File: config.mk
export PLATFORM = sky130hd
export DESIGN_NAME = gl_cmd_sequencer
export DESIGN_NICKNAME = d
export VERILOG_FILES = /design/src/rtl/gl_cmd_sequencer.sv
export SDC_FILE = /design/constraint.sdc
export NUM_CORES = 1
export LEC_CHECK = 0
export BUFFER_PORTS_ARGS = -buffer_cell sky130_fd_sc_hd__buf_2
export CAP_MARGIN = 15
export CELL_PAD_IN_SITES_DETAIL_PLACEMENT = 1
export CELL_PAD_IN_SITES_GLOBAL_PLACEMENT = 1
export CORE_MARGIN = 4
export CORE_UTILIZATION = 31
export DETAILED_ROUTE_END_ITERATION = 8
export PLACE_DENSITY_LB_ADDON = 0.2
export SLEW_MARGIN = 10
export SYNTH_ARGS = -nofsm -noshare
export SYNTH_HDL_FRONTEND = slang
export SYNTH_SLANG_ARGS = --single-unit
File: constraint.sdc
create_clock -name clk -period 5.5 [get_ports clk]
set_input_delay 1.1 -clock clk [delete_from_list [all_inputs] [get_ports clk]]
set_output_delay 1.1 -clock clk [all_outputs]
set_load 0.1 [all_outputs]
File: src/rtl/gl_cmd_sequencer.sv
// ---------------------------------------------------------------------------
// gl_cmd_sequencer
//   Takes one GL opcode/immediate per valid/ready handshake from instruction
//   fetch. Turns it into registered control pulses for the matrix stack,
//   matrix multiplier, perspective divider, BRAM reader, viewport and colour
//   registers. Multi-cycle commands wait on parameterised datapath latencies.
//   A stack depth is kept for each matrix mode so that push-at-full and
//   pop-at-empty are flagged instead of being issued.
//
// Ports
//   clk, rst_n           clock (rising edge), asynchronous active-low reset
//   cmd_valid/cmd_ready  command handshake; ready only while idle
//   opcode, imm          command opcode and immediate (imm[0] = matrix mode)
//   color_in             colour operand for COLOR
//   bram_addr_in         base address operand for LOADMATRIX / VIEWPORT
//   bram_addr_out        BRAM read address
//   bram_rd_en           BRAM read strobe (data returns one cycle later)
//   bram_rd_data         {w3,w2,w1,w0} read word
//   viewport_*           viewport registers (IEEE float)
//   color_out            current colour
//   push_en/pop_en       stack push / pop pulses
//   load_en, load_row    matrix row-load pulse and row index
//   load_id_en           load-identity pulse
//   mul_en, mul_type     multiply start pulse; 1 = 4x4*4x4, 0 = 4x4*4x1
//   matrix_mode_out      target matrix: 1 = modelview, 0 = projection
//   pdiv_en              perspective-divide start pulse
//   err_stack            push-at-full / pop-at-empty pulse
//   err_illegal          unknown-opcode pulse
// ---------------------------------------------------------------------------
module gl_cmd_sequencer #(
  parameter int DATA_W      = 32,
  parameter int ADDR_W      = 32,
  parameter int ROW_STRIDE  = 16,
  parameter int MAT_ROWS    = 4,
  parameter int MUL_LAT     = 4,
  parameter int PDIV_LAT    = 1,
  parameter int STACK_DEPTH = 8
) (
  input  logic                  clk,
  input  logic                  rst_n,
  input  logic                  cmd_valid,
  output logic                  cmd_ready,
  input  logic [7:0]            opcode,
  input  logic [22:0]           imm,
  input  logic [DATA_W-1:0]     color_in,
  input  logic [ADDR_W-1:0]     bram_addr_in,
  output logic [ADDR_W-1:0]     bram_addr_out,
  output logic                  bram_rd_en,
  input  logic [4*DATA_W-1:0]   bram_rd_data,
  output logic [DATA_W-1:0]     viewport_min_x,
  output logic [DATA_W-1:0]     viewport_min_y,
  output logic [DATA_W-1:0]     viewport_max_x,
  output logic [DATA_W-1:0]     viewport_max_y,
  output logic [DATA_W-1:0]     color_out,
  output logic                  push_en,
  output logic                  pop_en,
  output logic                  load_en,
  output logic [2:0]            load_row,
  output logic                  load_id_en,
  output logic                  mul_en,
  output logic                  mul_type,
  output logic                  matrix_mode_out,
  output logic                  pdiv_en,
  output logic                  err_stack,
  output logic                  err_illegal
);

  localparam int DEPTH_W = (STACK_DEPTH > 2) ? $clog2(STACK_DEPTH) : 1;
  localparam int LAT_W   = 16;
  localparam int ROW_W   = 4;

  localparam logic [7:0] OP_BEGIN      = 8'h01;
  localparam logic [7:0] OP_END        = 8'h02;
  localparam logic [7:0] OP_VERTEX     = 8'h03;
  localparam logic [7:0] OP_COLOR      = 8'h04;
  localparam logic [7:0] OP_MATRIXMODE = 8'h10;
  localparam logic [7:0] OP_MULT       = 8'h11;
  localparam logic [7:0] OP_LOADID     = 8'h12;
  localparam logic [7:0] OP_LOADMATRIX = 8'h13;
  localparam logic [7:0] OP_PUSH       = 8'h14;
  localparam logic [7:0] OP_POP        = 8'h15;
  localparam logic [7:0] OP_ROTATE     = 8'h16;
  localparam logic [7:0] OP_SCALE      = 8'h17;
  localparam logic [7:0] OP_TRANSLATE  = 8'h18;
  localparam logic [7:0] OP_VIEWPORT   = 8'h19;
  localparam logic [7:0] OP_FRUSTUM    = 8'h1A;

  localparam logic [DATA_W-1:0] VP_MAX_X_RST = DATA_W'(32'h4420_0000);
  localparam logic [DATA_W-1:0] VP_MAX_Y_RST = DATA_W'(32'h43F0_0000);

  typedef enum logic [2:0] {
    IDLE,
    VTX_MV,
    VTX_PJ,
    VTX_PD,
    MUL,
    LOAD,
    VPRT
  } state_t;

  state_t              state, state_nxt;
  logic [LAT_W-1:0]    lat_cnt, lat_cnt_nxt;
  logic [ROW_W-1:0]    rd_cnt, rd_cnt_nxt;
  logic [ROW_W-1:0]    ld_cnt, ld_cnt_nxt;
  logic                curr_mode, curr_mode_nxt;
  logic [DEPTH_W-1:0]  depth_mv, depth_mv_nxt;
  logic [DEPTH_W-1:0]  depth_pj, depth_pj_nxt;
  logic [DEPTH_W-1:0]  depth_cur;
  logic                vp_pending, vp_pending_nxt;

  logic [ADDR_W-1:0]   bram_addr_nxt;
  logic                bram_rd_en_nxt;
  logic [DATA_W-1:0]   vp_min_x_nxt, vp_min_y_nxt, vp_max_x_nxt, vp_max_y_nxt;
  logic [DATA_W-1:0]   color_nxt;
  logic                push_nxt, pop_nxt, load_nxt, load_id_nxt, mul_nxt, pdiv_nxt;
  logic [2:0]          load_row_nxt;
  logic                mul_type_nxt, mode_out_nxt;
  logic                err_stack_nxt, err_illegal_nxt;

  // Only imm[0] carries meaning today; the rest is reserved.
  logic unused_imm;
  assign unused_imm = ^imm[22:1];

  assign cmd_ready = (state == IDLE);

  // Depth of the stack the current matrix mode points at (1 = modelview).
  assign depth_cur = curr_mode ? depth_mv : depth_pj;

  // Next-state and next-output logic. Pulses default low and held
  // outputs default to their current value, so each branch only names
  // what it changes.
  always_comb begin
    state_nxt       = state;
    lat_cnt_nxt     = lat_cnt;
    rd_cnt_nxt      = rd_cnt;
    ld_cnt_nxt      = ld_cnt;
    curr_mode_nxt   = curr_mode;
    depth_mv_nxt    = depth_mv;
    depth_pj_nxt    = depth_pj;
    vp_pending_nxt  = 1'b0;
    bram_addr_nxt   = bram_addr_out;
    bram_rd_en_nxt  = 1'b0;
    vp_min_x_nxt    = viewport_min_x;
    vp_min_y_nxt    = viewport_min_y;
    vp_max_x_nxt    = viewport_max_x;
    vp_max_y_nxt    = viewport_max_y;
    color_nxt       = color_out;
    push_nxt        = 1'b0;
    pop_nxt         = 1'b0;
    load_nxt        = 1'b0;
    load_row_nxt    = load_row;
    load_id_nxt     = 1'b0;
    mul_nxt         = 1'b0;
    pdiv_nxt        = 1'b0;
    mul_type_nxt    = mul_type;
    mode_out_nxt    = matrix_mode_out;
    err_stack_nxt   = 1'b0;
    err_illegal_nxt = 1'b0;

    // The viewport word arrives the cycle after the VPRT read strobe,
    // by which time the FSM is already back in IDLE.
    if (vp_pending) begin
      vp_min_x_nxt = bram_rd_data[DATA_W-1:0];
      vp_min_y_nxt = bram_rd_data[2*DATA_W-1:DATA_W];
      vp_max_x_nxt = bram_rd_data[3*DATA_W-1:2*DATA_W];
      vp_max_y_nxt = bram_rd_data[4*DATA_W-1:3*DATA_W];
    end

    case (state)
      IDLE: begin
        if (cmd_valid) begin
          case (opcode)
            OP_BEGIN, OP_END, OP_FRUSTUM: begin
            end
            OP_COLOR: begin
              color_nxt = color_in;
            end
            OP_MATRIXMODE: begin
              curr_mode_nxt = imm[0];
            end
            OP_LOADID: begin
              load_id_nxt  = 1'b1;
              mode_out_nxt = curr_mode;
            end
            OP_PUSH: begin
              mode_out_nxt = curr_mode;
              if (depth_cur == DEPTH_W'(STACK_DEPTH - 1)) begin
                err_stack_nxt = 1'b1;
              end else begin
                push_nxt = 1'b1;
                if (curr_mode) depth_mv_nxt = depth_mv + DEPTH_W'(1);
                else           depth_pj_nxt = depth_pj + DEPTH_W'(1);
              end
            end
            OP_POP: begin
              mode_out_nxt = curr_mode;
              if (depth_cur == '0) begin
                err_stack_nxt = 1'b1;
              end else begin
                pop_nxt = 1'b1;
                if (curr_mode) depth_mv_nxt = depth_mv - DEPTH_W'(1);
                else           depth_pj_nxt = depth_pj - DEPTH_W'(1);
              end
            end
            OP_VERTEX: begin
              // Modelview transform first, then projection, then divide.
              mul_nxt      = 1'b1;
              mul_type_nxt = 1'b0;
              mode_out_nxt = 1'b1;
              lat_cnt_nxt  = LAT_W'(MUL_LAT - 1);
              state_nxt    = VTX_MV;
            end
            OP_MULT, OP_ROTATE, OP_SCALE, OP_TRANSLATE: begin
              mul_nxt      = 1'b1;
              mul_type_nxt = 1'b1;
              mode_out_nxt = curr_mode;
              lat_cnt_nxt  = LAT_W'(MUL_LAT - 1);
              state_nxt    = MUL;
            end
            OP_LOADMATRIX: begin
              bram_rd_en_nxt = 1'b1;
              bram_addr_nxt  = bram_addr_in;
              rd_cnt_nxt     = ROW_W'(1);
              ld_cnt_nxt     = '0;
              mode_out_nxt   = curr_mode;
              state_nxt      = LOAD;
            end
            OP_VIEWPORT: begin
              bram_rd_en_nxt = 1'b1;
              bram_addr_nxt  = bram_addr_in;
              state_nxt      = VPRT;
            end
            default: begin
              err_illegal_nxt = 1'b1;
            end
          endcase
        end
      end

      VTX_MV: begin
        if (lat_cnt == '0) begin
          mul_nxt      = 1'b1;
          mode_out_nxt = 1'b0;
          lat_cnt_nxt  = LAT_W'(PDIV_LAT - 1);
          lat_cnt_nxt  = LAT_W'(MUL_LAT - 1);
          state_nxt    = VTX_PJ;
        end else begin
          lat_cnt_nxt = lat_cnt - LAT_W'(1);
        end
      end

      VTX_PJ: begin
        if (lat_cnt == '0) begin
          pdiv_nxt    = 1'b1;
          lat_cnt_nxt = LAT_W'(PDIV_LAT - 1);
          state_nxt   = VTX_PD;
        end else begin
          lat_cnt_nxt = lat_cnt - LAT_W'(1);
        end
      end

      VTX_PD, MUL: begin
        if (lat_cnt == '0) state_nxt = IDLE;
        else               lat_cnt_nxt = lat_cnt - LAT_W'(1);
      end

      LOAD: begin
        // Reads run one row ahead of loads: each load_en lines up with the
        // BRAM data of the read strobed in the previous cycle.
        if (rd_cnt < ROW_W'(MAT_ROWS)) begin
          bram_rd_en_nxt = 1'b1;
          bram_addr_nxt  = bram_addr_out + ADDR_W'(ROW_STRIDE);
          rd_cnt_nxt     = rd_cnt + ROW_W'(1);
        end
        if (bram_rd_en) begin
          load_nxt     = 1'b1;
          load_row_nxt = ld_cnt[2:0];
          ld_cnt_nxt   = ld_cnt + ROW_W'(1);
        end
        if (ld_cnt == ROW_W'(MAT_ROWS)) state_nxt = IDLE;
      end

      VPRT: begin
        vp_pending_nxt = 1'b1;
        state_nxt      = IDLE;
      end

      default: begin
        state_nxt = IDLE;
      end
    endcase
  end

  // State, bookkeeping and output registers.
  always_ff @(posedge clk or negedge rst_n) begin
    if (!rst_n) begin
      state           <= IDLE;
      lat_cnt         <= '0;
      rd_cnt          <= '0;
      ld_cnt          <= '0;
      curr_mode       <= 1'b0;
      depth_mv        <= '0;
      depth_pj        <= '0;
      vp_pending      <= 1'b0;
      bram_addr_out   <= '0;
      bram_rd_en      <= 1'b0;
      viewport_min_x  <= '0;
      viewport_min_y  <= '0;
      viewport_max_x  <= VP_MAX_X_RST;
      viewport_max_y  <= VP_MAX_Y_RST;
      color_out       <= '0;
      push_en         <= 1'b0;
      pop_en          <= 1'b0;
      load_en         <= 1'b0;
      load_row        <= '0;
      load_id_en      <= 1'b0;
      mul_en          <= 1'b0;
      mul_type        <= 1'b0;
      matrix_mode_out <= 1'b0;
      pdiv_en         <= 1'b0;
      err_stack       <= 1'b0;
      err_illegal     <= 1'b0;
    end else begin
      state           <= state_nxt;
      lat_cnt         <= lat_cnt_nxt;
      rd_cnt          <= rd_cnt_nxt;
      ld_cnt          <= ld_cnt_nxt;
      curr_mode       <= curr_mode_nxt;
      depth_mv        <= depth_mv_nxt;
      depth_pj        <= depth_pj_nxt;
      vp_pending      <= vp_pending_nxt;
      bram_addr_out   <= bram_addr_nxt;
      bram_rd_en      <= bram_rd_en_nxt;
      viewport_min_x  <= vp_min_x_nxt;
      viewport_min_y  <= vp_min_y_nxt;
      viewport_max_x  <= vp_max_x_nxt;
      viewport_max_y  <= vp_max_y_nxt;
      color_out       <= color_nxt;
      push_en         <= push_nxt;
      pop_en          <= pop_nxt;
      load_en         <= load_nxt;
      load_row        <= load_row_nxt;
      load_id_en      <= load_id_nxt;
      mul_en          <= mul_nxt;
      mul_type        <= mul_type_nxt;
      matrix_mode_out <= mode_out_nxt;
      pdiv_en         <= pdiv_nxt;
      err_stack       <= err_stack_nxt;
      err_illegal     <= err_illegal_nxt;
    end
  end

endmodule

==> Yosys cells after proc, flatten, opt, wreduce, memory -nomap -nowiden <==
Cells that the tools add are included.
{ "word_totals": {"word_cells": 175, "output_inout_bits": 207, "register_bits": 241, "input_bits": 226} }
{ "classes": {"n_eq_ne": 42, "add_sub_neg": 8, "order_cmp": 1, "n_reduce_logical": 26, "muxes": 72} }
{ "ops": {"columns": ["cell", "n"], "rows": [
  ["$mux W32", 3],
  ["$eq A8 B5 Y1 const B", 11],
  ["$mux W16", 5],
  ["$pmux W16 S4", 1],
  ["$pmux W32 S2", 1],
  ["$mux W3", 14],
  ["$add A32 B5 Y32 const B", 1],
  ["$ne A2 B2 Y1 const B", 16],
  ["$mux W1", 30],
  ["$mux W4", 6],
  ["$reduce_and A4 Y1", 5],
  ["$eq A8 B2 Y1 const B", 2],
  ["$logic_not A16 Y1", 1],
  ["$pmux W4 S2", 2],
  ["$sub A16 B1 Y16 const B", 1],
  ["$pmux W3 S5", 1],
  ["$reduce_or A15 Y1", 1],
  ["$reduce_and A7 Y1", 2],
  ["$eq A3 B3 Y1 const B", 4],
  ["$pmux W1 S2", 6],
  ["$pmux W3 S2", 2],
  ["$pmux W3 S4", 1],
  ["$reduce_and A3 Y1", 3],
  ["$add A4 B1 Y4 const B", 2],
  ["other kinds (20)", 28]
]} }

==> Longest topological paths before layout <==
{ "depth": {"depth_word": 6, "depth_mapped": 11, "mapped_depth_nobuf": 8} }

==> Least setup slack after synthesis <==
No wires, ideal clock.
{ "synth_timing": {"kind": "input to register", "startpoint": "input opcode[1]", "endpoint": "register lat_cnt[11]", "stages": 7, "arrival_time_ns": 2.882, "setup_slack_ns": 2.540, "setup_time_ns": 0.077, "n_path_buf": 1, "required_ns": 5.423, "cell_sequence": "buf_2 nor3_2 nand2_1 a221oi_4 o32ai_4 or4_2 a21oi_1"} }
{ "synth_via": {"elab_chain_len": 4, "word_cells_on_any_way": 8, "cone_classes": "6 x eq/ne; 2 x reduce/logical"} }
{ "synth_rtl": {"columns": ["item", "line", "text"], "rows": [
  ["start: declaration", "43", "input logic [7:0] opcode,"],
  ["$eq A8 B5 Y1 / $eq A8 B2 Y1 (equally long branches)", "172", "case (opcode)"],
  ["$reduce_or A5 Y1 (no line) (*)", null, null],
  ["$ne A2 B2 Y1 (no line) (*)", null, null],
  ["$reduce_and A4 Y1 (no line) (*)", null, null],
  ["end signal: assignment", "325", "lat_cnt <= lat_cnt_nxt;"],
  ["end: declaration", "102", "logic [LAT_W-1:0] lat_cnt, lat_cnt_nxt;"]
]} }
Mark *: on every way between the ends. The rest lies on a longest branch, timed or not.
A chain may end at the register's enable or synchronous reset.

==> Worst setup path in the final report <==
{ "layout_timing": {"startpoint": "register state[2]", "endpoint": "output cmd_ready"} }
{ "layout_via": {"elab_chain_len": 1} }
{ "layout_rtl": {"columns": ["item", "line", "text"], "rows": [
  ["start: declaration", "101", "state_t state, state_nxt;"],
  ["start signal: assignment", "324", "state <= state_nxt;"],
  ["$logic_not A3 Y1", "124", "assign cmd_ready = (state == IDLE);"],
  ["end: declaration", "42", "output logic cmd_ready,"]
]} }
Every way passes these cells.

==> impl_results.html <==
<table>
<tr><th>Metric</th><th>Value</th></tr>
<tr><th colspan="2">Timing</th></tr>
<tr><td>Minimum period implied by the final worst setup slack</td><td>3.53 ns</td></tr>
<tr><td>Clock Skews</td><td>about 0.0082 ns</td></tr>
<tr><td>Final-layout worst hold slack</td><td>approximately 0.48 ns</td></tr>
<tr><td>Unrepaired setup endpoints after global routing</td><td>no</td></tr>
<tr><td>Final slew viol count</td><td>0</td></tr>
<tr><td>Min setup slack post-route</td><td>just under 2 ns</td></tr>
<tr><td>Final-layout setup total negative slack</td><td>0 ns</td></tr>
<tr><td>Period utilisation layout</td><td>between 60 and 70%</td></tr>
<tr><td>Slew of the pin with the lowest slew margin</td><td>0.964 ns</td></tr>
<tr><td>Max Clk Rate</td><td>283 MHz</td></tr>
<tr><td>Hold violation count in the final report</td><td>0</td></tr>
<tr><td>Remaining max-slew budget at the tightest pin</td><td>35.7%</td></tr>
<tr><td>Setup-failing EPs final</td><td>0</td></tr>
<tr><th colspan="2">Clocking</th></tr>
<tr><td>Cell at the root of the clock tree</td><td>sky130_fd_sc_hd__clkbuf_16</td></tr>
<tr><td>Number of sinks driven by the clock tree</td><td>241</td></tr>
<tr><td>Count of buffers added by post-CTS timing repair for setup</td><td>0</td></tr>
<tr><td>Max H-tree Level</td><td>1</td></tr>
<tr><td>Post-CTS clock slew at the launch and capture registers of the worst setup and hold paths</td><td>0.06 ns</td></tr>
<tr><td>Quantity of hold-fixing buffers added after cts</td><td>0</td></tr>
<tr><td>Maximum root-to-sink buffer count</td><td>3</td></tr>
<tr><td>Clock buffer count from CTS</td><td>29</td></tr>
<tr><td>TritonCTS clock tree</td><td>done</td></tr>
<tr><td>Number of cells upsized or downsized after cts</td><td>0</td></tr>
<tr><td>Clk_lat worst skew</td><td>0.54 ns</td></tr>
<tr><th colspan="2">Route</th></tr>
<tr><td>First DRT Iteration DRCs</td><td>between 300 and 400</td></tr>
<tr><td>Post-detailed-route via-to-cell ratio</td><td>4.82</td></tr>
<tr><td>Total vias in the final route</td><td>around 8400</td></tr>
<tr><td>Number of remaining DRC errors</td><td>0</td></tr>
<tr><td>Routed len/inst</td><td>20.1 um</td></tr>
<tr><td>Highest layer used for signal routing</td><td>met5</td></tr>
<tr><td>Wl on met1</td><td>~15 mm</td></tr>
<tr><td>Number of detailed-route iterations in the first pass</td><td>4</td></tr>
<tr><td>Met3 routed wirelength</td><td>1.93 mm</td></tr>
<tr><td>Detailed-route wire length</td><td>35.2 mm</td></tr>
<tr><td>Routed Antenna Nets</td><td>0</td></tr>
<tr><td>Met2 Wirelength</td><td>between 15 and 20 mm</td></tr>
<tr><th colspan="2">Floorplanning</th></tr>
<tr><td>Initial Utilization</td><td>31.6%</td></tr>
<tr><td>Overall die height</td><td>194 um</td></tr>
<tr><td>Area of the placeable core</td><td>0.0338 sq mm</td></tr>
<tr><td>Die outline area</td><td>between 0.03 and 0.04 sq mm</td></tr>
<tr><td>Total I/O pin count</td><td>433</td></tr>
<tr><td># rows</td><td>67</td></tr>
<tr><td>Horizontal die dimension</td><td>about 190 um</td></tr>
<tr><th colspan="2">Pwr</th></tr>
<tr><td>Peak supply drop</td><td>385 uV</td></tr>
<tr><td>Leakage power figure</td><td>about 7.3 nW</td></tr>
<tr><td>Pwr/cell area</td><td>608 mW/mm^2</td></tr>
<tr><th colspan="2">Status</th></tr>
<tr><td>Run status</td><td>finished, final reports clean</td></tr>
<tr><th colspan="2">Critical path</th></tr>
<tr><td>Biggest fanout along the worst timing path</td><td>22</td></tr>
<tr><td>Cells traversed along the worst timing path</td><td>or3_2, inv_1, buf_2</td></tr>
<tr><td>Critical Path Sink Type</td><td>output port</td></tr>
<tr><td>Crit path launch type</td><td>register</td></tr>
<tr><td>Path type of the worst setup path</td><td>register to output port</td></tr>
<tr><td>Slowest library cell on the worst path</td><td>sky130_fd_sc_hd__or3_2</td></tr>
<tr><td>Required time worst endpoint</td><td>4.40 ns</td></tr>
<tr><td>Slowest stage delay, CP</td><td>~0.65 ns</td></tr>
<tr><td>Worst Path Arrival</td><td>2.43 ns</td></tr>
<tr><th colspan="2">Global route</th></tr>
<tr><td>Total congestion overflow after global routing</td><td>0</td></tr>
<tr><td>Aggregate global-route resource usage</td><td>17.9%</td></tr>
<tr><td>Maximum number of pins on one net before global-route repair</td><td>104</td></tr>
<tr><td>Via count of the first global-routing pass</td><td>8761</td></tr>
<tr><td>Global-route wire length before repair</td><td>around 54 mm</td></tr>
<tr><td>Number of antenna violations at the first check in global routing</td><td>2</td></tr>
<tr><th colspan="2">Synth</th></tr>
<tr><td>Synthesis-stage register bit count</td><td>241</td></tr>
<tr><td>Total number of yosys warnings</td><td>0</td></tr>
<tr><td>Synthesized netlist net count</td><td>1117</td></tr>
<tr><td>Post-synthesis average cell area</td><td>roughly 12 sq um</td></tr>
<tr><td>Main synth FF type</td><td>sky130_fd_sc_hd__dfrtp_1</td></tr>
<tr><td>Number of flops mapped to enable cells by yosys</td><td>0</td></tr>
<tr><td>Distinct cell type count after synthesis</td><td>71</td></tr>
<tr><td>Summed instance area of the synthesized netlist</td><td>0.0107 sq mm</td></tr>
<tr><td>Fraction of registers with async set or reset after synthesis</td><td>100%</td></tr>
<tr><td>Post-synthesis cell count</td><td>883</td></tr>
<tr><td>Fraction of the yosys area taken by sequential cells</td><td>56.6%</td></tr>
<tr><th colspan="2">Layout</th></tr>
<tr><td>Fraction of layout cells with a size suffix above 1</td><td>about half</td></tr>
<tr><td>Fin nets</td><td>approximately 1500</td></tr>
<tr><td>Final Util</td><td>41.4%</td></tr>
<tr><td>Syn-to-layout area delta</td><td>30.9%</td></tr>
<tr><td>Antenna diode count</td><td>0</td></tr>
<tr><td>Fin area</td><td>about 0.014 sq mm</td></tr>
<tr><th colspan="2">Placement</th></tr>
<tr><td>RD Place Congestion</td><td>0.787</td></tr>
<tr><td>Placement-stage worst setup slack</td><td>1.44 ns</td></tr>
<tr><td>DP Wirelength</td><td>between 20 and 30 mm</td></tr>
<tr><td>Post-detailed-placement cell area</td><td>0.0131 sq mm</td></tr>
<tr><td>Buffers on Ports</td><td>410</td></tr>
<tr><th colspan="2">Min path</th></tr>
<tr><td>Worst min path class</td><td>register to register</td></tr>
<tr><th colspan="2">Job</th></tr>
<tr><td>Number of maximum-capacitance violations</td><td>0</td></tr>
</table>
## routing by layer
metal,vias to the layer above,GRT usage (%)
li1,3983,-
met4,4,3.67
met5,-,0
met2,241,31.0
met1,4160,23.0
met3,46,4.09
## state kept, by name (all words and copies together), names as in the netlist, 3 cells and up
register / count
state: 3
viewport_max_x: 32
lat_cnt: 16
viewport_max_y: 32
viewport_min_x: 32
ld_cnt: 4
bram_addr_out: 32
load_row: 3
viewport_min_y: 32
depth_mv: 3
depth_pj: 3
color_out: 32
rd_cnt: 4
## area by class of cell
class | count | area (sq um)
clock buffers | 43 | 788
clock inverters | 11 | 88.8
fillers | 3816 | 19800
inverters | 20 | 75.1
multi-input cells | 570 | 4300
flip-flops and latches | 241 | 6050
well taps | 448 | 561
repair buffers | 416 | 2120
## report_power, final
part	internal [W]	switching, W
Clock	0.00104	0.000745
Sequential	0.00221	0.000360
Combinational	0.000755	0.00340
Total	0.00400	0.00450
## logic make-up (layout without fill, tap and decap cells)
kind of cell	after synthesis	count (layout)	synth area share, %
flip-flops	241	241	56.6
AND/OR/NAND/NOR	205	205	10.2
multiplexers	168	168	17.7
AO/OA/AOI/OAI	176	176	10.2
adder cells (fa/ha/maj)	8	8	1.08
buffers and inverters	72	490	3.19
XOR/XNOR	13	13	1.07
## Yosys cell counts, drive strengths merged (2+ instances only)
library cell  instances  area (sq um)
xor2                  8          70.1
buf                  16           123
or4                   6          53.8
mux2i                 2          20.0
o31ai                 5          37.5
a22o                  4          35.0
o211ai                3          22.5
ha                    6          75.1
clkbuf               35           131
nor2b                 3          18.8
dfrtp               231          5780
fa                    2          40.0
nand4                 6          37.5
dfstp                10           263
xnor2                 5          43.8
a311oi                2          17.5
mux2                166          1870
nor3b                 3          22.5
a31oi                 7          43.8
or3                  15          97.6
and3                  9          56.3
o32ai                 2          36.3
o22ai                13          81.3
a2bb2oi               2          17.5
nand2b                3          18.8
nand4b                2          17.5
a21o                  4          30.0
a221oi                2          35.0
a21oi                63           323
a31o                  2          17.5
nand2                51           191
inv                  20          75.1
o2bb2a                2          20.0
a211oi                2          15.0
nand3                21           105
nor4b                 2          38.8
nor2                 42           160
and2                  3          18.8
nor4                  7          58.8
o22a                  2          17.5
o21ai                51           255
nor3                 24           125
and3b                 2          17.5
nand3b                2          15.0
a22oi                 3          22.5
## worst max-delay path: cells and delay by family (launching register included)
family / cells / cell delay, ns
AND/OR/NAND/NOR: 1 / 0.65
flip-flops: 1 / 0.62
buffers and inverters: 2 / 0.62
## final timing paths
check | from | end | slack, ns | cells after the start
worst max-delay path | state[2] | cmd_ready | 1.97 | 3
worst min-delay path | load_row[1] | load_row[1] | 0.48 | 2
worst max register to register | state[2] | bram_addr_out[17] | 2.22 | 7
worst min register to register | load_row[1] | load_row[1] | 0.48 | 2
max in group asynchronous | rst_n | vp_pending | 3.67 | 2
min in group asynchronous | rst_n | viewport_max_y[17] | 0.58 | 1
## cells in the final DEF (no fill, tap or decap), types with 5 or more instances in the layout
cell	synthesis	final
sky130_fd_sc_hd__or3_1	12	12
sky130_fd_sc_hd__buf_4	2	5
sky130_fd_sc_hd__nand3_1	21	21
sky130_fd_sc_hd__nor4_1	6	6
sky130_fd_sc_hd__inv_1	19	19
sky130_fd_sc_hd__xor2_1	8	8
sky130_fd_sc_hd__nand2_1	51	51
sky130_fd_sc_hd__mux2_2	166	166
sky130_fd_sc_hd__a31oi_1	7	7
sky130_fd_sc_hd__dfstp_2	10	10
sky130_fd_sc_hd__a21oi_1	61	61
sky130_fd_sc_hd__nor3_1	23	22
sky130_fd_sc_hd__clkinv_2	0	7
sky130_fd_sc_hd__and3_1	9	9
sky130_fd_sc_hd__nor2_1	41	41
sky130_fd_sc_hd__dfrtp_1	231	230
sky130_fd_sc_hd__o31ai_1	5	5
sky130_fd_sc_hd__o22ai_1	13	13
sky130_fd_sc_hd__clkbuf_1	35	13
sky130_fd_sc_hd__nand4_1	6	6
sky130_fd_sc_hd__xnor2_1	5	5
sky130_fd_sc_hd__ha_1	6	6
sky130_fd_sc_hd__buf_2	8	409
sky130_fd_sc_hd__o21ai_0	48	48
sky130_fd_sc_hd__clkbuf_16	0	29
## stage by stage
step	total power, W	cells
2_1_floorplan	0.00598	883
3_3_place_gp	0.00673	1695
3_5_place_dp	0.00679	1695
4_1_cts	0.00863	1749
5_1_grt	0.00891	1749
6_report	0.00850	1749
Power figures use the tool's default switching activity.
